===== config.mk =====
export PLATFORM = sky130hd
export DESIGN_NAME = mem_port_arbiter_flat
export DESIGN_NICKNAME = d
export VERILOG_FILES = /design/src/rtl/mem_port_arbiter_if.sv /design/src/rtl/mem_port_arbiter.sv /design/src/flat_wrapper.sv
export SDC_FILE = /design/constraint.sdc
export NUM_CORES = 1
export LEC_CHECK = 0
export ABC_AREA = 1
export CAP_MARGIN = 10
export CORE_MARGIN = 2
export CORE_UTILIZATION = 40
export CTS_CLUSTER_SIZE = 24
export DETAILED_ROUTE_END_ITERATION = 10
export PLACE_DENSITY = 0.78
export SKIP_LAST_GASP = 1
export SYNTH_ARGS = -nofsm -noshare
export SYNTH_HDL_FRONTEND = slang
export SYNTH_SLANG_ARGS = --single-unit

===== constraint.sdc =====
create_clock -name Clock -period 1.8 [get_ports Clock]
set_input_delay 0.36 -clock Clock [delete_from_list [all_inputs] [get_ports Clock]]
set_output_delay 0.36 -clock Clock [all_outputs]
set_load 0.05 [all_outputs]

===== src/rtl/mem_port_arbiter_if.sv =====
// Purpose: bundles the fetch/data request handshakes and the RAM macro bus of mem_port_arbiter.
// Latency: none, wires only.
// Backpressure: none here; requesters hold req until their ack pulse.
// Ports: f_* fetch requester, d_* data requester, rdata/busy status, ram_* RAM macro side.
// Modports: slave = arbiter view, master = requesters + RAM view.
interface mem_port_arbiter_if #(
    parameter int ADDR_W = 9,
    parameter int DATA_W = 32
);
    logic              f_req;
    logic [ADDR_W-1:0] f_addr;
    logic              f_gnt;
    logic              f_ack;
    logic              d_req;
    logic              d_we;
    logic [ADDR_W-1:0] d_addr;
    logic [DATA_W-1:0] d_wdata;
    logic              d_gnt;
    logic              d_ack;
    logic [DATA_W-1:0] rdata;
    logic              busy;
    logic [ADDR_W-1:0] ram_addr;
    logic [DATA_W-1:0] ram_wdata;
    logic              ram_re;
    logic              ram_we;
    logic [DATA_W-1:0] ram_rdata;

    modport slave (
        input  f_req, f_addr, d_req, d_we, d_addr, d_wdata, ram_rdata,
        output f_gnt, f_ack, d_gnt, d_ack, rdata, busy,
        output ram_addr, ram_wdata, ram_re, ram_we
    );

    modport master (
        output f_req, f_addr, d_req, d_we, d_addr, d_wdata, ram_rdata,
        input  f_gnt, f_ack, d_gnt, d_ack, rdata, busy,
        input  ram_addr, ram_wdata, ram_re, ram_we
    );
endinterface


===== src/rtl/mem_port_arbiter.sv =====
// Purpose: shares one single-port RAM between the instruction-fetch and load/store paths.
// Latency: gnt 1 cycle after req is sampled in IDLE; store ack cycle 2, read ack cycle 2+WAIT_CYCLES.
// Backpressure: req is sampled only in IDLE; a requester waits (holding req) until granted.
// Ports: Clock/Reset (sync, active-high) plain; bus (slave modport) carries f_req/f_addr/f_gnt/f_ack,
//        d_req/d_we/d_addr/d_wdata/d_gnt/d_ack, rdata, busy, ram_addr/ram_wdata/ram_re/ram_we/ram_rdata.
//        All outputs are registered.
module mem_port_arbiter #(
    parameter int ADDR_W      = 9,
    parameter int DATA_W      = 32,
    parameter int WAIT_CYCLES = 1,
    parameter int MAX_STREAK  = 4
) (
    input  logic                 Clock,
    input  logic                 Reset,
    mem_port_arbiter_if.slave    bus
);
    localparam int SW = $clog2(MAX_STREAK + 1);

    typedef enum logic [1:0] {
        ST_IDLE,
        ST_ACCESS,
        ST_WAIT,
        ST_DONE
    } state_t;

    // Attributes of the access in flight; address and store data live in ram_addr/ram_wdata.
    typedef struct packed {
        logic owner_f;
        logic we;
    } acc_t;

    state_t        state;
    acc_t          acc;
    logic [SW-1:0] streak;
    logic [2:0]    wcnt;
    logic          fetch_wins;

    // Data wins a tie until it has been granted MAX_STREAK times in a row over a waiting fetch.
    assign fetch_wins = bus.f_req && (!bus.d_req || (streak == SW'(MAX_STREAK)));

    always_ff @(posedge Clock) begin
        if (Reset) begin
            state         <= ST_IDLE;
            acc           <= '0;
            streak        <= '0;
            wcnt          <= '0;
            bus.f_gnt     <= 1'b0;
            bus.f_ack     <= 1'b0;
            bus.d_gnt     <= 1'b0;
            bus.d_ack     <= 1'b0;
            bus.rdata     <= '0;
            bus.busy      <= 1'b0;
            bus.ram_addr  <= '0;
            bus.ram_wdata <= '0;
            bus.ram_re    <= 1'b0;
            bus.ram_we    <= 1'b0;
        end else begin
            // Pulses default low; each is raised for exactly one state.
            bus.f_gnt  <= 1'b0;
            bus.d_gnt  <= 1'b0;
            bus.f_ack  <= 1'b0;
            bus.d_ack  <= 1'b0;
            bus.ram_we <= 1'b0;
            case (state)
                ST_IDLE: begin
                    if (bus.f_req || bus.d_req) begin
                        state    <= ST_ACCESS;
                        bus.busy <= 1'b1;
                        if (fetch_wins) begin
                            acc          <= '{owner_f: 1'b1, we: 1'b0};
                            streak       <= '0;
                            bus.f_gnt    <= 1'b1;
                            bus.ram_addr <= bus.f_addr;
                            bus.ram_re   <= 1'b1;
                        end else begin
                            acc          <= '{owner_f: 1'b0, we: bus.d_we};
                            bus.d_gnt    <= 1'b1;
                            bus.ram_addr <= bus.d_addr;
                            if (bus.d_we) begin
                                bus.ram_we    <= 1'b1;
                                bus.ram_wdata <= bus.d_wdata;
                            end else begin
                                bus.ram_re <= 1'b1;
                            end
                            if (!bus.f_req) begin
                                streak <= '0;
                            end else if (streak != SW'(MAX_STREAK)) begin
                                streak <= streak + SW'(1);
                            end
                        end
                    end else begin
                        streak <= '0;
                    end
                end
                ST_ACCESS: begin
                    if (acc.we || (WAIT_CYCLES == 0)) begin
                        // Zero-latency RAM: read data is already valid during ACCESS.
                        if (!acc.we) begin
                            bus.rdata <= bus.ram_rdata;
                        end
                        bus.ram_re <= 1'b0;
                        state      <= ST_DONE;
                        if (acc.owner_f) bus.f_ack <= 1'b1;
                        else             bus.d_ack <= 1'b1;
                    end else begin
                        wcnt  <= 3'(WAIT_CYCLES - 1);
                        state <= ST_WAIT;
                    end
                end
                ST_WAIT: begin
                    if (wcnt == 3'd0) begin
                        bus.rdata  <= bus.ram_rdata;
                        bus.ram_re <= 1'b0;
                        state      <= ST_DONE;
                        if (acc.owner_f) bus.f_ack <= 1'b1;
                        else             bus.d_ack <= 1'b1;
                    end else begin
                        wcnt <= wcnt - 3'd1;
                    end
                end
                ST_DONE: begin
                    bus.busy <= 1'b0;
                    state    <= ST_IDLE;
                end
                default: begin
                    state <= ST_IDLE;
                end
            endcase
        end
    end
endmodule


===== src/flat_wrapper.sv =====
// flat-port wrapper written by rule: the top's interface ports become plain ports
module mem_port_arbiter_flat 
#(
    parameter int ADDR_W      = 9,
    parameter int DATA_W      = 32,
    parameter int WAIT_CYCLES = 1,
    parameter int MAX_STREAK  = 4
)
  (Clock, Reset, bus_f_req, bus_f_addr, bus_d_req, bus_d_we, bus_d_addr, bus_d_wdata, bus_ram_rdata, bus_f_gnt, bus_f_ack, bus_d_gnt, bus_d_ack, bus_rdata, bus_busy, bus_ram_addr, bus_ram_wdata, bus_ram_re, bus_ram_we);
  mem_port_arbiter_if #(.ADDR_W(ADDR_W), .DATA_W(DATA_W)) bus_i ();
  input  logic Clock;
  input  logic Reset;
  input wire logic [$bits(bus_i.f_req)-1:0] bus_f_req;
  input wire logic [$bits(bus_i.f_addr)-1:0] bus_f_addr;
  input wire logic [$bits(bus_i.d_req)-1:0] bus_d_req;
  input wire logic [$bits(bus_i.d_we)-1:0] bus_d_we;
  input wire logic [$bits(bus_i.d_addr)-1:0] bus_d_addr;
  input wire logic [$bits(bus_i.d_wdata)-1:0] bus_d_wdata;
  input wire logic [$bits(bus_i.ram_rdata)-1:0] bus_ram_rdata;
  output wire logic [$bits(bus_i.f_gnt)-1:0] bus_f_gnt;
  output wire logic [$bits(bus_i.f_ack)-1:0] bus_f_ack;
  output wire logic [$bits(bus_i.d_gnt)-1:0] bus_d_gnt;
  output wire logic [$bits(bus_i.d_ack)-1:0] bus_d_ack;
  output wire logic [$bits(bus_i.rdata)-1:0] bus_rdata;
  output wire logic [$bits(bus_i.busy)-1:0] bus_busy;
  output wire logic [$bits(bus_i.ram_addr)-1:0] bus_ram_addr;
  output wire logic [$bits(bus_i.ram_wdata)-1:0] bus_ram_wdata;
  output wire logic [$bits(bus_i.ram_re)-1:0] bus_ram_re;
  output wire logic [$bits(bus_i.ram_we)-1:0] bus_ram_we;
  assign bus_i.f_req = bus_f_req;
  assign bus_i.f_addr = bus_f_addr;
  assign bus_i.d_req = bus_d_req;
  assign bus_i.d_we = bus_d_we;
  assign bus_i.d_addr = bus_d_addr;
  assign bus_i.d_wdata = bus_d_wdata;
  assign bus_i.ram_rdata = bus_ram_rdata;
  assign bus_f_gnt = bus_i.f_gnt;
  assign bus_f_ack = bus_i.f_ack;
  assign bus_d_gnt = bus_i.d_gnt;
  assign bus_d_ack = bus_i.d_ack;
  assign bus_rdata = bus_i.rdata;
  assign bus_busy = bus_i.busy;
  assign bus_ram_addr = bus_i.ram_addr;
  assign bus_ram_wdata = bus_i.ram_wdata;
  assign bus_ram_re = bus_i.ram_re;
  assign bus_ram_we = bus_i.ram_we;
  mem_port_arbiter #(.ADDR_W(ADDR_W), .DATA_W(DATA_W), .WAIT_CYCLES(WAIT_CYCLES), .MAX_STREAK(MAX_STREAK)) u_core (.Clock(Clock), .Reset(Reset), .bus(bus_i));
endmodule

==> run summary <==
status = complete, no violations
post-route antenna net violation count = 0
largest cells by area after synthesis = dfxtp_1 50%, nor2_1 7.3%, nand2_1 6.6%
initial antenna violation count = 0
Yosys cell types = 29
Mapped Area = 3615 sq um
synthesized net count = 536
Final nets = 695
drt initial violations = 126
Placer Congestion = 0.8440
PwrDens = 1502 nW/um^2
Pleak = 2.251 nW
Avg Vias per Cell = 5.024
row count = 34
drt pass-1 iters = 4
root buffer cell = clkbuf_8
Placement Setup Slack = -0.1123 ns
Final Hold Fails = 0
total CTS buffers = 9
skew final = 0.01029 ns
fin. max-slew vios = 0
CP Capture Type = flip-flop
CP Launch Type = flip-flop
Util after Layout = 61.94%
min Tclk post-route = 1.597 ns
DRC = 0
kind of critical path = reg2reg
# IOs = 167
Core Area = 8763 sq um
hold buffers post-CTS = 0
Resized Gates After CTS = 0
vias = 3577
endpoints failing setup = 0
dpl cells = 696
die area = 9813 sq um
Total GRT Usage = 19.40%
post-detail-place hpwl = 7102 microns
Avg Cell Area, Syn = 8.215 sq um
Routed WL = 9797 microns
Post-CTS Setup Inserts = 0
Clk Latency, worst-skew pair = 0.35 ns
crit share post-route = 88.75%
H-tree depth = 3
total power = 8.151 mW
Crit path arrival time = 1.86 ns
Max Cap Viol = 0
Die Span X = 99.06 microns
Clock Pin Slew Worst Setup and Hold Paths = 0.09 ns
number of fill cells in the layout = 777
non-filler cells, final = 712
gr ovfl total = 0
Fmax = 626.0 MHz
Die Span Y = 99.06 microns
Port Buffers = 166
largest net degree at the start of global routing = 40
number of global-route vias before repair = 3526
area leader, netlist = dfxtp_1
P&R area growth vs syn = 50.16%
layout cells sized above 1 = 21.85%
TritonCTS clock tree = yes
Num Clock Sinks = 90
Starting Density = 41.25%
Hold Path Class = reg2reg
worst setup margin = 0.2026 ns
flop and latch count out of synthesis = 90
most frequent cells in the layout = 90 x dfxtp_1, 86 x clkdlybuf4s50_1, 86 x buf_4, 70 x nor2_1, 64 x nand2_1
first-pass GRT wire length = 15760 microns
Synth warnings = 0
unrepaired setup endpoints after global routing = false
drt wl/cell = 13.76 microns
Worst-Margin Slew = 0.5317 ns
Bufs on Longest Clock Path = 2
synthesized instance count = 440
register area share after synthesis = 49.84%
top-area cell type share of the netlist area = 49.84%
commonest non-fill, non-tap cell in the layout = dfxtp_1
worst vdd rail ir drop = 544.1 uV
flop-to-flop setup slack = 0.20 ns
crit path max fanout = 21
Critical Path RT = 2.07 ns
worst hold margin = 0.4559 ns
n_diodes = 0
Slew Limit Headroom = 64.50%
[synthesized netlist by cell type, drive strengths merged]
cell type,count
inv,19
nand4,32
a31oi,9
nor2,72
nor3,2
buf,23
o21bai,2
a21oi,44
nand2,74
o21ai,47
clkbuf,8
nor3b,2
nand3,5
dfxtp,90
and2,1
nand3b,1
ha,9
[routing by layer]
| metal | global-route usage, % | vias to the layer above | routed length, microns |
|---|---|---|---|
| li1 | - | 1791 | - |
| met1 | 21.78 | 1630 | 3908 |
| met2 | 34.77 | 144 | 4837 |
| met3 | 6.028 | 12 | 926 |
| met4 | 6.428 | 0 | 125 |
| met5 | 0 | - | 0 |
[critical path: stages (launching register included)]
cell,delay (ns)
dfxtp_1,0.35
inv_1,0.15
ha_1,0.22
inv_1,0.11
nor2_8,0.14
buf_4,0.23
nand2_1,0.13
nor3b_1,0.19
[cell families after synthesis]
family | share of synthesized area, %
AOI/OAI and AO/OA | 15.61
adders and majority gates | 3.115
buffers and inverters | 7.130
DFF | 49.84
and+or+nand+nor | 24.30
[power breakdown]
part / internal [mW] / switching (mW) / total, mW
combinational: 1.29 / 2.66 / 3.95
sequential: 2.45 / 0.247 / 2.70
clock: 0.788 / 0.711 / 1.50
[final cells by class]
class / instances / area [sq um] / area share [%]
tap: 108 / 135.1 / 2.490
clock inverter: 6 / 90.09 / 1.660
multi-input combinational: 300 / 1555 / 28.65
inverter: 19 / 71.32 / 1.314
clock buffer: 10 / 127.6 / 2.351
sequential: 90 / 1802 / 33.20
timing repair buffer: 179 / 1647 / 30.34
[final timing paths]
check,from,endpoint,cells after the start
worst min register to register,u_core.acc[1]$_SDFFE_PP0P_,u_core.bus.d_ack$_SDFF_PP0_,1
worst min-delay path,u_core.acc[1]$_SDFFE_PP0P_,u_core.bus.d_ack$_SDFF_PP0_,1
worst max register to register,u_core.state[0]$_SDFFE_PP0P_,u_core.bus.ram_we$_SDFF_PP0_,7
worst max-delay path,u_core.state[0]$_SDFFE_PP0P_,u_core.bus.ram_we$_SDFF_PP0_,7
[state kept, by name, summed over array words and instances, names as in the netlist, 2 cells and up]
name,flops
u_core.bus.ram_wdata,32
u_core.bus.rdata,32
u_core.bus.ram_addr,9
u_core.streak,3
u_core.wcnt,3
u_core.acc,2
u_core.state,2
[stage by stage]
step / TNS, ns / cell area [sq um]
floorplan: 0 / 3615
global placement: -0.7206 / 5210
detailed placement: -2.218 / 5210
CTS: 0 / 5428
global route: 0 / 5428
finish: 0 / 5428
Power figures use the tool's default switching activity.
